<file path="config.mk">
export PLATFORM = sky130hd
export DESIGN_NAME = lvds_urng_clz_flat
export DESIGN_NICKNAME = d
export VERILOG_FILES = /design/src/rtl/lvds_urng_clz_pkg.sv /design/src/rtl/lvds_urng_clz_if.sv /design/src/rtl/lvds_urng_clz_clz_reg.sv /design/src/rtl/lvds_urng_clz.sv /design/src/flat_wrapper.sv
export SDC_FILE = /design/constraint.sdc
export NUM_CORES = 1
export LEC_CHECK = 0
export BUFFER_PORTS_ARGS = -buffer_cell sky130_fd_sc_hd__buf_2
export CAP_MARGIN = 20
export CORE_ASPECT_RATIO = 1.1
export CORE_MARGIN = 4
export CORE_UTILIZATION = 40
export CTS_BUF_LIST = sky130_fd_sc_hd__clkbuf_8
export CTS_CLUSTER_SIZE = 40
export DETAILED_ROUTE_END_ITERATION = 8
export PLACE_DENSITY_LB_ADDON = 0.05
export SLEW_MARGIN = 20
export SYNTH_ARGS = -nofsm -noshare
export SYNTH_HDL_FRONTEND = slang
export SYNTH_SLANG_ARGS = --single-unit
export TNS_END_PERCENT = 50
</file>
<file path="constraint.sdc">
create_clock -name clk -period 1.45 [get_ports clk]
set_clock_uncertainty 0.15 [all_clocks]
set_input_delay 0.0725 -clock clk [delete_from_list [all_inputs] [get_ports clk]]
set_output_delay 0.0725 -clock clk [all_outputs]
set_load 0.01 [all_outputs]
</file>
<file path="src/rtl/lvds_urng_clz_pkg.sv">
// rtl/lvds_urng_clz_pkg.sv - shared defaults, pair-phase type and clog2 helper for the entropy collector
// Optional feature macro: URNG_VON_NEUMANN_EN (Von Neumann debiasing of the raw bit stream)
package lvds_urng_clz_pkg;

   localparam int DEF_N       = 32;
   localparam int DEF_CLZ_LSB = 16;
   localparam int DEF_CLZ_BW  = 14;

   // Which half of a debiasing pair the next sampled bit belongs to
   typedef enum logic {
      PH_FIRST  = 1'b0,
      PH_SECOND = 1'b1
   } vn_phase_e;

   // Ceiling log2, usable in constant expressions for port widths
   function automatic int clog2(input int v);
      int r;
      r = 0;
      while ((1 << r) < v) r++;
      return r;
   endfunction

endpackage

</file>
<file path="src/rtl/lvds_urng_clz_if.sv">
// rtl/lvds_urng_clz_if.sv - entropy input and collected-word/CLZ result bundle
interface lvds_urng_clz_if #(
   parameter int N      = 32,
   parameter int CLZ_BW = 14
);
   import lvds_urng_clz_pkg::*;

   localparam int CLZ_PW = clog2(CLZ_BW);

   logic              comparator_output;
   logic [N-1:0]      out;
   logic [N-1:0]      valid;
   logic [CLZ_PW-1:0] clz_count;
   logic              clz_valid;

   // Consumer side: supplies entropy, reads the word and its CLZ
   modport master (
      output comparator_output,
      input  out,
      input  valid,
      input  clz_count,
      input  clz_valid
   );

   // Collector side
   modport slave (
      input  comparator_output,
      output out,
      output valid,
      output clz_count,
      output clz_valid
   );

endinterface

</file>
<file path="src/rtl/lvds_urng_clz_clz_reg.sv">
// rtl/lvds_urng_clz_clz_reg.sv - registered count-leading-zeros priority encoder
module clz_reg
   import lvds_urng_clz_pkg::*;
#(
   parameter  int bits_in = DEF_CLZ_BW,
   localparam int PW      = clog2(bits_in)
) (
   input  logic               clk,
   input  logic               rst,
   input  logic [bits_in-1:0] b,
   output logic [PW-1:0]      pout,
   output logic               vout
);

   logic [PW-1:0] pout_q, pout_d;
   logic          vout_q, vout_d;

   // Priority encode: scanning upward, the highest set bit is the last hit and wins
   always_comb begin
      pout_d = '0;
      vout_d = 1'b0;
      for (int i = 0; i < bits_in; i++) begin
         if (b[i]) begin
            pout_d = PW'(bits_in - 1 - i);
            vout_d = 1'b1;
         end
      end
   end

   // Result register; a zero field leaves count at 0 with vout low
   always_ff @(posedge clk) begin
      if (rst) begin
         pout_q <= '0;
         vout_q <= 1'b0;
      end else begin
         pout_q <= pout_d;
         vout_q <= vout_d;
      end
   end

   assign pout = pout_q;
   assign vout = vout_q;

endmodule

</file>
<file path="src/rtl/lvds_urng_clz.sv">
// rtl/lvds_urng_clz.sv - serial entropy collector into an N-bit word with fill vector and field CLZ
// Optional feature macro: URNG_VON_NEUMANN_EN (accept only 01/10 pairs, shifting in the first bit)
module lvds_urng_clz
   import lvds_urng_clz_pkg::*;
#(
   parameter int N       = DEF_N,
   parameter int CLZ_LSB = DEF_CLZ_LSB,
   parameter int CLZ_BW  = DEF_CLZ_BW
) (
   input  logic               clk,
   input  logic               rst,
   lvds_urng_clz_if.slave     urng
);

   logic [N-1:0] out_q, out_d;
   logic [N-1:0] valid_q, valid_d;
   logic         full;
   logic         shift_en;
   logic         shift_bit;

   // The top fill bit only sets once every position has been sampled
   assign full = valid_q[N-1];

`ifdef URNG_VON_NEUMANN_EN
   vn_phase_e phase_q, phase_d;
   logic      first_q, first_d;

   // Pair tracker: latch the first bit, on the second emit it only if the pair differs
   always_comb begin
      phase_d   = phase_q;
      first_d   = first_q;
      shift_en  = 1'b0;
      shift_bit = first_q;
      if (!full) begin
         if (phase_q == PH_FIRST) begin
            phase_d = PH_SECOND;
            first_d = urng.comparator_output;
         end else begin
            phase_d  = PH_FIRST;
            shift_en = (first_q != urng.comparator_output);
         end
      end
   end

   // Pair phase register; frozen while full because the next-state logic holds it
   always_ff @(posedge clk) begin
      if (rst) begin
         phase_q <= PH_FIRST;
         first_q <= 1'b0;
      end else begin
         phase_q <= phase_d;
         first_q <= first_d;
      end
   end
`else
   assign shift_en  = !full;
   assign shift_bit = urng.comparator_output;
`endif

   // Shift collector: new bits enter at the LSB, the fill vector shifts in a one alongside
   always_comb begin
      out_d   = out_q;
      valid_d = valid_q;
      if (shift_en) begin
         out_d   = {out_q[N-2:0], shift_bit};
         valid_d = {valid_q[N-2:0], 1'b1};
      end
   end

   // Word and fill-vector registers; reset doubles as the consumer's refill request
   always_ff @(posedge clk) begin
      if (rst) begin
         out_q   <= '0;
         valid_q <= '0;
      end else begin
         out_q   <= out_d;
         valid_q <= valid_d;
      end
   end

   assign urng.out   = out_q;
   assign urng.valid = valid_q;

   clz_reg #(
      .bits_in (CLZ_BW)
   ) u_clz (
      .clk  (clk),
      .rst  (rst),
      .b    (out_q[CLZ_LSB +: CLZ_BW]),
      .pout (urng.clz_count),
      .vout (urng.clz_valid)
   );

endmodule

</file>
<file path="src/flat_wrapper.sv">
// flat-port wrapper written by rule: the top's interface ports become plain ports
module lvds_urng_clz_flat import lvds_urng_clz_pkg::*;
#(
   parameter int N       = DEF_N,
   parameter int CLZ_LSB = DEF_CLZ_LSB,
   parameter int CLZ_BW  = DEF_CLZ_BW
)
  (clk, rst, urng_comparator_output, urng_out, urng_valid, urng_clz_count, urng_clz_valid);
  lvds_urng_clz_if #(.N(N), .CLZ_BW(CLZ_BW)) urng_i ();
  input  logic clk;
  input  logic rst;
  input wire logic [$bits(urng_i.comparator_output)-1:0] urng_comparator_output;
  output wire logic [$bits(urng_i.out)-1:0] urng_out;
  output wire logic [$bits(urng_i.valid)-1:0] urng_valid;
  output wire logic [$bits(urng_i.clz_count)-1:0] urng_clz_count;
  output wire logic [$bits(urng_i.clz_valid)-1:0] urng_clz_valid;
  assign urng_i.comparator_output = urng_comparator_output;
  assign urng_out = urng_i.out;
  assign urng_valid = urng_i.valid;
  assign urng_clz_count = urng_i.clz_count;
  assign urng_clz_valid = urng_i.clz_valid;
  lvds_urng_clz #(.N(N), .CLZ_LSB(CLZ_LSB), .CLZ_BW(CLZ_BW)) u_core (.clk(clk), .rst(rst), .urng(urng_i));
endmodule
</file>
; Yosys cells after proc, flatten, opt, wreduce, memory -nomap -nowiden
; Cells that the tools add are included.
[op_classes]
muxes = 28
n_reduce_logical = 4
[ops]
columns = cell, count
row1 = $mux W32, 1
row2 = $mux W4, 6
row3 = $mux W1, 15
row4 = $mux W3, 4
row5 = $reduce_or A9 Y1, 1
row6 = $reduce_or A5 Y1, 1
row7 = $mux W2, 2
row8 = $reduce_or A3 Y1, 1
row9 = $reduce_or A2 Y1, 1
[word_totals]
regBits = 69
inputBits = 3
out_inout_bits = 69
elab_cells = 40

; Longest topological paths before layout
[logic_depth]
depth_word = 14
mapped_depth = 4
mapped_depth_nobuf = 4

; Cells and area by module
; From an unflattened synthesis, not the netlist that was laid out.
[unflattened]
hier_cells = 239
hier_area_um2 = 2544.9
[by_module_without_submodules]
columns = module, n_inst, cells_each, area_per_inst_um2, seq_area_each_um2
row1 = lvds_urng_clz, 1, 206, 2280.9, 1281.2
row2 = clz_reg, 1, 33, 264.0, 100.1

; Worst setup path before layout
; OpenSTA, ideal clock, no wires.
[synth_timing]
path_type = register to register
from = register u_core.out_q[20] (netlist: u_core.urng.out[20])
to = register u_core.u_clz.pout_q[0] (netlist: u_core.u_clz.pout[0])
setup_time_ps = 103
arrival_time_ps = 1172
t_required_ps = 1197
path_slack_ps = 25
path_stages_with_launch = 5
path_buffers = 0
period_less_slack_ps = 1425
cell_sequence = dfxtp_1 > nor2_1 > a221oi_2 > o31ai_1 > a2111oi_2
[synth_via]
elab_chain_len = 9
[synth_lines]
columns = element, line_no
row1 = "start, declared", lvds_urng_clz.sv:15  ; logic [N-1:0] out_q, out_d;
row2 = "start signal, assigned", lvds_urng_clz.sv:76  ; out_q <= out_d;
row3 = $mux W4 (2 in a row), lvds_urng_clz_clz_reg.sv:23  ; if (b[i]) begin
row4 = $mux W3 (4 in a row), lvds_urng_clz_clz_reg.sv:23
row5 = $mux W2 (2 in a row), lvds_urng_clz_clz_reg.sv:23
row6 = $mux W1, lvds_urng_clz_clz_reg.sv:23
row7 = "end signal, assigned", lvds_urng_clz_clz_reg.sv:36  ; pout_q <= pout_d;
row8 = "end, declared", lvds_urng_clz_clz_reg.sv:15  ; logic [PW-1:0] pout_q, pout_d;
; No other way between the ends.
; A chain may end at the register's enable or synchronous reset.

; Worst setup path after layout
[layout_timing]
from = register u_core.valid_q[31] (netlist: u_core.urng.valid[31])
to = output urng_valid[31]
[layout_rtl]
columns = element, line_no
row1 = "start, declared", lvds_urng_clz.sv:16  ; logic [N-1:0] valid_q, valid_d;
row2 = "start signal, assigned", lvds_urng_clz.sv:77  ; valid_q <= valid_d;
row3 = "end, declared", flat_wrapper.sv:14  ; output wire logic [$bits(urng_i.valid)-1:0] urng_valid;
; No word-level cell between the ends.

==> summary.md <==
| Metric | Value |
|---|---|
| CTS Root Cell | clkbuf_8 |
| Synth warn | 0 |
| Post-DP HPWL | 3450 um |
| Min-delay worst type | flip-flop to flip-flop |
| Final Slew Violations | 0 |
| Clock-pin slew on the worst setup and hold paths | 0.06 ns |
| Layout area overhead | 30.4% |
| Post-synth top area share | 55.9% |
| Hold Slack | 0.319 ns |
| Largest net degree at the start of global routing | 45 |
| All-Layer GR Usage | 13.5% |
| Max_cap viols | 0 |
| Ranking of synthesized cells by area | dfxtp_1 56%, mux2i_1 25%, nor2_1 11% |
| Worst-path cell chain | buf_16, buf_2 |
| Initial Utilization | 42.1% |
| Vias in the first global route | 1839 |
| Clk pwr share | 40.8% |
| Num rows | 29 |
| Routability Congestion | 0.766 |
| Slew @ Worst Pin | 0.470 ns |
| Synth top cells by count | 70 x nor2_1, 69 x dfxtp_1, 62 x mux2i_1 |
| Leak | 1.36 nW |
| Total CTS buffers | 9 |
| Period utilisation layout | 94.6% |
| Final net count | 322 |
| Final Setup Violations | 0 |
| Avg Cell Area, Syn | 10.4 um^2 |
| Synth Flop Type | dfxtp_1 |
| Antenna cells | 0 |
| Buffers on Ports | 71 |
| Post-synth top area cell | dfxtp_1 |
| Most frequent cell after synthesis | nor2_1 |
| Post-CTS setup buffers | 0 |
| EDFF count, synth | 0 |
| Worst setup SP type | flip-flop |
| NetSw | 681 uW |
| Internal power | 2.67 mW |
| #FFs+latches synth | 69 |
| Die height | 90.5 um |
| DP Area | 2980 um^2 |
| Syn Std Cell Area | 2470 um^2 |
| Hold path startpoint | u_core.urng.valid[0]$_SDFFE_PP0N_ |
| CP arrival | 1.15 ns |
| Worst EP required | 1.23 ns |
| Max-slew headroom | 68.4% |
| Die width | 83.0 um |
| First-pass GRT wire length | 8360 um |
| Critical-path top delay cell | dfxtp_4 |
| Detailed Route Iter0 Violations | 73 |
| Die area | 7500 um^2 |
| Fin cells | 400 |
| First-pass DRT Iterations | 4 |
| Worst-Skew Late Latency | 0.32 ns |
| Max Fclk | 729 MHz |
| Count of cell types in the netlist | 21 |
| Reg2Reg Capture Point | u_core.u_clz.pout[0]$_SDFF_PP0_ |
| Sequential area share after synthesis | 55.9% |
| CTS H-tree lvls | 3 |
| CTS sink cnt | 69 |
| Residual DRC | 0 |
| Total number of vias | 1872 |
| Core area | 5880 um^2 |
| Setup TNS | 0 ns |
| Post-Place Cells | 383 |
| Worst VDD drop | 0.629 mV |
| Crit path time final | 1.37 ns |
| Drt wl/cell | 12.5 um |
| CTS tree | built |
| Net Sw Frac | 20.3% |
| Layout cells sized above 1 | 32.8% |
| WS Path Type | flip-flop to output port |
| Final Hold Vio Count | 0 |
| Syn Nets | 240 |
| Initial antenna violation count | 0 |
| DRT Wirelength | 4990 um |
| Pwr/cell area | 1040 nW/um^2 |
| Outcome | completed |
| Via density | 4.68 |
| Syn Inst Count | 237 |
| CP max FO | 44 |
| RSZ-0062 raised after global routing | yes |
| Clk buf depth | 2 |
| Design area | 3220 um^2 |
| Max incr delay on CP | 0.38 ns |
| Routed Antenna Nets | 0 |
| Comb pwr share | 2.1% |
| Hold Path Sink | u_core.urng.valid[0]$_SDFFE_PP0N_ |
| Min-Delay Path Depth | 2 |
| Asr flop ratio synth | 0% |
| Worst Setup End Kind | output port |
| Worst r2r src | u_core.urng.out[17]$_SDFFE_PP0N_ |
| Placement Setup Slack | 0.0497 ns |
| GRT overflow | 0 |
| Register share of total power | 57.1% |
| I/O pin cnt | 72 |
| Depth of the most critical reg-to-reg path | 4 |
| R2R setup slack | 0.09 ns |
| Final WS setup | 0.0777 ns |
power groups by stage:
stage	Sequential, mW	Combinational, mW	Clock [mW]
floorplan	1.96	0.0356	0
global placement	1.95	0.0685	0
detailed placement	1.95	0.0686	0
CTS	1.91	0.0728	1.43
global route	1.91	0.0796	1.50
finish	1.91	0.0714	1.36
timing repair:
item / CTS / global route
gates resized for setup: 0 / 8
setup endpoints to repair: 0 / 3
endpoints found under the hold margin: 4 / 0
hold buffers: 2 / 0
per-stage QoR:
| stage | util [%] | power, mW |
|---|---|---|
| 2_1_floorplan | - | 2.00 |
| 3_3_place_gp | 50.7 | 2.02 |
| 3_5_place_dp | 50.7 | 2.02 |
| 4_1_cts | 54.1 | 3.41 |
| 5_1_grt | 54.9 | 3.49 |
| 6_report | 54.9 | 3.35 |
cells by family after synthesis:
logic type      Yosys count  synth area share [%]
compound gates           10                  3.29
flops                    69                  55.9
mux                      62                  25.1
simple gates             79                  12.8
buf+inv                  17                  2.93
critical path, delay by kind of cell, from the launching register on:
kind	cells	cell delay, ns
buffers and inverters	2	0.45
DFF	1	0.38
how the worst max path moves through the flow:
stage,startpoint,end,slack (ns),cells after the start
floorplan,u_core.urng.out[20]$_SDFFE_PP0N_,u_core.u_clz.pout[0]$_SDFF_PP0_,0.02,4
global placement,u_core.urng.out[20]$_SDFFE_PP0N_,u_core.u_clz.pout[0]$_SDFF_PP0_,0.08,4
detailed placement,u_core.urng.out[20]$_SDFFE_PP0N_,u_core.u_clz.pout[0]$_SDFF_PP0_,0.05,4
CTS,u_core.urng.valid[31]$_SDFF_PP0_,urng_valid[31],0.02,2
global route,u_core.urng.out[17]$_SDFFE_PP0N_,u_core.u_clz.pout[0]$_SDFF_PP0_,-0.05,4
finish,u_core.urng.valid[31]$_SDFF_PP0_,urng_valid[31],0.08,2
metal layers:
layer | track usage [%] | wire length (um)
met1 | 16.0 | 2270
met5 | 0 | 0
met2 | 21.5 | 2360
met4 | 7.77 | 69
met3 | 4.29 | 289
layout make-up:
class,count,area (um^2)
fillers,582,2650
flip-flops and latches,69,1390
multi-input cells,151,1050
repair buffers,85,498
clock buffers,12,165
well taps,77,96.3
clock inverters,3,12.5
inverters,3,11.3
placed cells by master (no fill, tap or decap), types with 2 or more instances in the layout:
cell	netlist	layout
a21oi_1	3	3
dlygate4sd3_1	0	2
nor2_1	70	70
buf_4	0	10
buf_2	7	71
mux2i_1	62	62
clkbuf_8	0	12
dfxtp_2	0	2
nor3_1	2	2
dfxtp_1	69	66
inv_1	2	4
registers in the layout (all words and copies together) (netlist names):
register,cells
u_core.u_clz.pout,4
u_core.u_clz.vout,1
u_core.urng.out,32
u_core.urng.valid,32
(Power assumes the default switching activity.)
